**src/rtl/feed_pkg.sv**
```systemverilog
// Shared types and constants for the systolic feed controller.
// Holds the pass state encoding and the flush-length rule for both tile modes.
package feed_pkg;

    typedef enum logic [2:0] {
        IDLE,
        CLEAR,
        FEED,
        FLUSH,
        DONE
    } state_t;

    // Cycles needed for the last operand to cross the skew arrays and settle in the PEs
    function automatic int flush_len(input int n, input int pe_lat, input logic tile);
        return tile ? (2 * (n / 2 - 1) + pe_lat) : (2 * (n - 1) + pe_lat);
    endfunction

endpackage

```
**src/rtl/feed_counter.sv**
```systemverilog
// Up-counter with synchronous load-zero, count enable and terminal-count compare.
module feed_counter #(
    parameter int W = 8
) (
    input  logic         clk,
    input  logic         rst_n,
    input  logic         i_clr,
    input  logic         i_en,
    input  logic [W-1:0] i_term,
    output logic         o_at_term
);

    logic [W-1:0] r_count;

    always_ff @(posedge clk) begin
        if (!rst_n || i_clr) begin
            r_count <= '0;
        end else if (i_en) begin
            r_count <= r_count + 1'b1;
        end
    end

    assign o_at_term = (r_count == i_term);

endmodule

```
**src/rtl/systolic_feed_ctrl.sv**
```systemverilog
// Sequences one matrix-multiply pass: clear PEs, feed K vector pairs, flush the skew pipe, then signal done.
module systolic_feed_ctrl
    import feed_pkg::*;
#(
    parameter int N          = 8,
    parameter int DATA_WIDTH = 16,
    parameter int K_WIDTH    = 8,
    parameter int PE_LAT     = 1
) (
    input  logic                    clk,
    input  logic                    rst_n,
    input  logic                    start,
    input  logic                    tile_cfg,
    input  logic [K_WIDTH-1:0]      k_len,
    input  logic                    in_valid,
    output logic                    in_ready,
    input  logic [N*DATA_WIDTH-1:0] a_vec_in,
    input  logic [N*DATA_WIDTH-1:0] b_vec_in,
    output logic [N*DATA_WIDTH-1:0] a_vec_out,
    output logic [N*DATA_WIDTH-1:0] b_vec_out,
    output logic                    feed_en,
    output logic                    tile,
    output logic                    pe_clear,
    output logic                    busy,
    output logic                    done
);

    localparam int FW = $clog2(2 * N + PE_LAT);
    localparam logic [FW-1:0] FLUSH_TERM_FULL = FW'(flush_len(N, PE_LAT, 1'b0) - 1);
    localparam logic [FW-1:0] FLUSH_TERM_TILE = FW'(flush_len(N, PE_LAT, 1'b1) - 1);

    state_t             r_state;
    state_t             w_next;
    logic [K_WIDTH-1:0] r_k_len;
    logic               r_tile;
    logic               w_transfer;
    logic               w_k_last;
    logic               w_flush_last;
    logic [FW-1:0]      w_flush_term;
    logic [K_WIDTH-1:0] w_k_term;

    assign w_transfer   = (r_state == FEED) && in_valid;
    assign w_flush_term = r_tile ? FLUSH_TERM_TILE : FLUSH_TERM_FULL;
    assign w_k_term     = r_k_len - 1'b1;

    // Counters are held at zero outside their own state, so each starts fresh on entry
    feed_counter #(.W(K_WIDTH)) u_k_cnt (
        .clk       (clk),
        .rst_n     (rst_n),
        .i_clr     (r_state != FEED),
        .i_en      (w_transfer),
        .i_term    (w_k_term),
        .o_at_term (w_k_last)
    );

    feed_counter #(.W(FW)) u_flush_cnt (
        .clk       (clk),
        .rst_n     (rst_n),
        .i_clr     (r_state != FLUSH),
        .i_en      (r_state == FLUSH),
        .i_term    (w_flush_term),
        .o_at_term (w_flush_last)
    );

    always_ff @(posedge clk) begin
        if (!rst_n) begin
            r_state <= IDLE;
            r_k_len <= '0;
            r_tile  <= 1'b0;
        end else begin
            r_state <= w_next;
            if (r_state == IDLE && start) begin
                r_k_len <= k_len;
                r_tile  <= tile_cfg;
            end
        end
    end

    always_comb begin
        w_next = r_state;
        case (r_state)
            IDLE:    if (start) w_next = CLEAR;
            CLEAR:   w_next = (r_k_len != '0) ? FEED : DONE;
            FEED:    if (w_transfer && w_k_last) w_next = FLUSH;
            FLUSH:   if (w_flush_last) w_next = DONE;
            DONE:    w_next = IDLE;
            default: w_next = IDLE;
        endcase
    end

    // Vectors pass straight through only on a handshake; otherwise the skew arrays see zeros
    always_comb begin
        in_ready  = (r_state == FEED);
        feed_en   = w_transfer || (r_state == FLUSH);
        a_vec_out = w_transfer ? a_vec_in : '0;
        b_vec_out = w_transfer ? b_vec_in : '0;
        pe_clear  = (r_state == CLEAR);
        busy      = (r_state != IDLE);
        done      = (r_state == DONE);
        tile      = r_tile;
    end

endmodule

```
**config.mk**
```make
export PLATFORM = sky130hd
export DESIGN_NAME = systolic_feed_ctrl
export DESIGN_NICKNAME = d
export VERILOG_FILES = /design/src/rtl/feed_pkg.sv /design/src/rtl/feed_counter.sv /design/src/rtl/systolic_feed_ctrl.sv
export SDC_FILE = /design/constraint.sdc
export NUM_CORES = 1
export LEC_CHECK = 0
export CAP_MARGIN = 20
export CORE_AREA = 4 4 202 204
export CTS_CLUSTER_DIAMETER = 100
export DETAILED_ROUTE_END_ITERATION = 10
export DIE_AREA = 0 0 206 208
export DONT_BUFFER_PORTS = 1
export GPL_TIMING_DRIVEN = 1
export HOLD_SLACK_MARGIN = 0.05
export SETUP_SLACK_MARGIN = 0.05
export SYNTH_ARGS = -nofsm -noshare
export SYNTH_HDL_FRONTEND = slang
export SYNTH_SLANG_ARGS = --single-unit
```
**constraint.sdc**
```tcl
create_clock -name clk -period 1.8 [get_ports clk]
set_input_delay 0.09 -clock clk [delete_from_list [all_inputs] [get_ports clk]]
set_output_delay 0.09 -clock clk [all_outputs]
set_load 0.05 [all_outputs]
```
==> implementation parameters <==
Parameter                              Value

Die
  Cell Rows    73
  Count of pins on the block boundary    531
  Placeable core area    0.03928 mm²
  DIE HEIGHT    208 µm
  Width of the chip    206 µm
  Effective utilization at floorplan    7.843%
  Die area    0.04285 mm²

GRT
  Wire length of the first global-routing pass    32890 µm
  Aggregate global routing overflow    0
  GRT Util Overall    10.40%
  Number of global-route vias before repair    4185
  Pin count of the biggest net entering global routing    54
  Number of antenna violations at the first check in global routing    17

Layout
  Count of fill cells added during filler insertion    4041
  Synthesis-to-layout area growth    226.6%
  Nets@finish    989
  Share of the core filled with cells in the final layout    25.62%
  Layout cells sized above 1    68.81%
  Final design area excluding fillers    0.01006 mm²
  Post-layout instance count excluding filler cells    1242

Placement
  Placed instance count    1204
  Instance area after placement    0.008848 mm²
  Dpl hpwl    20880 µm
  Count of buffers from port buffering    0
  Weighted congestion at the end of routability-driven global placement    0.8043

STA
  Setup violations, final    27
  Pins over their slew limit    0
  Shortest clock period the worst path allows after layout    1.818 ns
  Layout Skew    0.001845 ns
  Remaining max-slew budget at the tightest pin    72.00%
  Worst setup margin    -0.01811 ns
  Transition time at the pin with the least slew margin    0.4196 ns
  Final hold violations    0
  Final critical-path share of the clock period    101.0%
  Max frequency    0.5500 GHz
  Aggregate negative setup slack    -0.1498 ns
  RSZ-0062 raised after global routing    yes

Worst setup path
  Register-to-register path setup slack    0.05 ns
  Critical path fanouts, max    6
  Critical Path AT    1.73 ns
  CP Capture Type    output pin
  Critical path depth    6
  CP cell instances    and4bb_4, buf_12, buf_16, clkbuf_16, and2_4, buf_12
  Largest incremental delay on the critical path    0.37 ns
  CP Launch Type    flip-flop
  Count of cells along the worst register-to-register path    8
  Reg2Reg Launch Point    r_state[2]$_SDFFE_PN0P_
  Combined buffer and inverter count along the critical path    4
  Kind of critical path    reg -> out
  Terminus of the critical flop-to-flop path    u_k_cnt.r_count[4]$_SDFFE_PP0P_
  Critical path's most frequent cell    sky130_fd_sc_hd__buf_12
  CP required    1.71 ns
  Crit-path leading delay family    buffers and inverters
  Cell with the largest stage delay on the worst path    sky130_fd_sc_hd__and4bb_4

Logic synthesis
  Number of cells produced by synthesis    442
  Share of the synthesized area in the top cell type    52.19%
  Synthesis Warnings    0
  Sequential-to-total area share from yosys stat    16.25%
  Mapped Nets    715
  Flip-flop and latch count after synthesis    25
  Number of distinct library cell variants in the gate-level netlist after synthesis    39
  Syn Area/Cell    6.969 µm²
  Yosys top cell by area    sky130_fd_sc_hd__and2_1
  Total standard cell area after synthesis    0.003080 mm²
  Top cells by area in the synthesized netlist    sky130_fd_sc_hd__and2_1, sky130_fd_sc_hd__dfxtp_1, sky130_fd_sc_hd__clkbuf_2

Power
  Switching component of the power    1.396 mW
  Maximum resistive drop on vdd    0.5137 mV
  PD cells    331.8 mW/mm²
  Fraction of power consumed by combinational cells    67.0%
  Static Leakage    4.006 nW
  Design internal power    1.943 mW
  Final Total Pwr    3.339 mW
  Sequential Power Share    18.0%
  Sw Ratio    41.80%
  Power share of the clock group    14.9%

CTS
  Maximum clock insertion buffer count    2
  Total clock sinks    25
  Root buffer cell    sky130_fd_sc_hd__clkbuf_16
  Maximum level of the CTS H-tree    1
  Clock latency on the worst-skew pair    0.26 ns
  Num CTS Buffers    3
  Clock tree from TritonCTS    yes
  Clock-pin transition on the worst setup and hold timing paths    0.06 ns

Route
  # DRC    0
  Per-cell routed wire length    21.53 µm
  First-iteration detailed-routing DRC count    160
  Vias per cell    3.369
  Vias    4184
  DRT antenna net count    0
  Detailed-router iteration count before antenna repair    4
  Routed wire length    26740 µm

Worst hold path
  Cells on Worst Hold Path    2
  Min-delay worst type    in -> reg
  Hold Path Origin    rst_n
  Endpoint, Worst Hold    r_state[2]$_SDFFE_PN0P_

Status
  Run status    finished with violations
  Failing checks    negative setup slack

Flow run
  Maxcap violations    0
cells in the mapped netlist:
library cell,instances
sky130_fd_sc_hd__nand3_1,7
sky130_fd_sc_hd__or4_1,1
sky130_fd_sc_hd__ha_1,4
sky130_fd_sc_hd__xor2_1,10
sky130_fd_sc_hd__nand4bb_2,1
sky130_fd_sc_hd__buf_6,1
sky130_fd_sc_hd__o2111a_1,1
sky130_fd_sc_hd__nor2_1,14
sky130_fd_sc_hd__nand2b_1,1
sky130_fd_sc_hd__nor3_1,7
sky130_fd_sc_hd__xnor2_1,10
sky130_fd_sc_hd__and4bb_2,1
sky130_fd_sc_hd__buf_4,1
sky130_fd_sc_hd__a31oi_1,1
sky130_fd_sc_hd__a221oi_1,1
sky130_fd_sc_hd__o21ba_2,1
sky130_fd_sc_hd__inv_1,7
sky130_fd_sc_hd__or3_1,3
sky130_fd_sc_hd__or3b_1,1
sky130_fd_sc_hd__or3_2,1
sky130_fd_sc_hd__a21boi_0,10
sky130_fd_sc_hd__clkbuf_2,20
sky130_fd_sc_hd__and3_1,1
sky130_fd_sc_hd__and2_1,257
sky130_fd_sc_hd__a41oi_1,1
sky130_fd_sc_hd__nor4_2,1
sky130_fd_sc_hd__mux2i_1,1
sky130_fd_sc_hd__and2b_2,1
sky130_fd_sc_hd__nor4b_1,1
sky130_fd_sc_hd__nand2_1,23
sky130_fd_sc_hd__clkbuf_1,7
sky130_fd_sc_hd__o31ai_1,2
sky130_fd_sc_hd__nand4_1,3
sky130_fd_sc_hd__nor3b_1,4
sky130_fd_sc_hd__dfxtp_1,25
sky130_fd_sc_hd__buf_2,5
sky130_fd_sc_hd__o2111ai_1,1
sky130_fd_sc_hd__o21ai_0,4
sky130_fd_sc_hd__a21oi_1,1
metal layers:
layer,part of all wire [%],GRT usage (%),up-vias,wire [µm]
met3,8.9,3.133,41,2391
met5,0.27,0,-,72
li1,-,-,1923,-
met1,38,12.17,1978,10290
met2,51,19.12,230,13650
met4,1.2,1.262,12,332
worst reg2reg max path, stage by stage (launching register included):
cell	delay (ns)
sky130_fd_sc_hd__dfxtp_2	0.31
sky130_fd_sc_hd__and4bb_4	0.37
sky130_fd_sc_hd__buf_12	0.12
sky130_fd_sc_hd__clkbuf_16	0.16
sky130_fd_sc_hd__clkbuf_16	0.19
sky130_fd_sc_hd__buf_4	0.15
sky130_fd_sc_hd__nand4_1	0.11
sky130_fd_sc_hd__xor2_1	0.16
sky130_fd_sc_hd__nor2_1	0.06
state kept, by name, indices dropped and copies added, names as in the netlist:
signal,flops
r_k_len,8
u_k_cnt.r_count,8
u_flush_cnt.r_count,5
r_state,3
tile,1
what timing repair did:
item,4_1_cts,5_1_grt
pin swaps,32,79
hold endpoints to repair,11,0
resized for setup,119,91
cloned,4,12
buffers inserted,2,3
hold buffers,11,0
setup endpoints to repair,165,237
kinds of logic (layout without fill, tap and decap cells):
family	Yosys count	after routing	synth area share, %
AOI/OAI and AO/OA	23	23	5.483
DFF	25	25	16.25
adders and majority gates	4	4	1.625
xor gates and xnor gates	20	20	5.686
muxes	1	1	0.3250
buffers and inverters	41	314	6.377
and+or+nand+nor	328	328	64.26
other	0	2	0
worst max-delay path by stage:
| stage | startpoint | endpoint | slack [ns] |
|---|---|---|---|
| after detailed placement | r_k_len[0]$_SDFFE_PN0P_ | r_state[0]$_SDFFE_PN0P_ | 0.08 |
| after CTS | r_state[0]$_SDFFE_PN0P_ | b_vec_out[59] | -0.03 |
| after global routing | r_state[2]$_SDFFE_PN0P_ | a_vec_out[55] | -0.08 |
| final | r_state[2]$_SDFFE_PN0P_ | a_vec_out[55] | -0.02 |
| after floorplan | r_state[1]$_SDFFE_PN0P_ | pe_clear | 0.07 |
| after global placement | r_k_len[0]$_SDFFE_PN0P_ | r_state[0]$_SDFFE_PN0P_ | 0.16 |
metrics by stage:
stage                     setup WS (ns)  hold slack (ns)
after detailed placement        0.07800           0.2379
after CTS                      -0.02520           0.1865
after floorplan                 0.07352           0.2268
final                          -0.01811           0.1832
after global routing           -0.08045           0.1992
after global placement           0.1623           0.2326
power by group through the flow:
stage	Combinational [mW]	Clock [mW]	Sequential [mW]
finish	2.24	0.499	0.603
global route	2.32	0.527	0.606
CTS	2.09	0.502	0.601
detailed placement	1.92	0	0.614
global placement	1.90	0	0.612
floorplan	1.01	0	0.618
area by class of cell:
| type | count | area, µm² | area share (%) |
|---|---|---|---|
| clock buffer | 3 | 75.07 | 0.7461 |
| timing repair buffer | 303 | 5926 | 58.89 |
| clock inverter | 1 | 5.005 | 0.04974 |
| antenna | 2 | 5.005 | 0.04974 |
| inverter | 7 | 26.28 | 0.2611 |
| multi-input combinational | 376 | 2865 | 28.48 |
| sequential | 25 | 503.0 | 4.999 |
| tap | 525 | 656.9 | 6.528 |
cells in the final DEF, fill, tap and decap left out, types with 11 or more instances in the layout:
cell type and count:
sky130_fd_sc_hd__and2_1 72, sky130_fd_sc_hd__and2_4 185, sky130_fd_sc_hd__buf_12 262, sky130_fd_sc_hd__clkbuf_16 15
sky130_fd_sc_hd__dfxtp_1 23, sky130_fd_sc_hd__dlygate4sd3_1 11, sky130_fd_sc_hd__nand2_1 23, sky130_fd_sc_hd__nor2_1 14
Note: power is estimated with default switching activity, not from simulation.
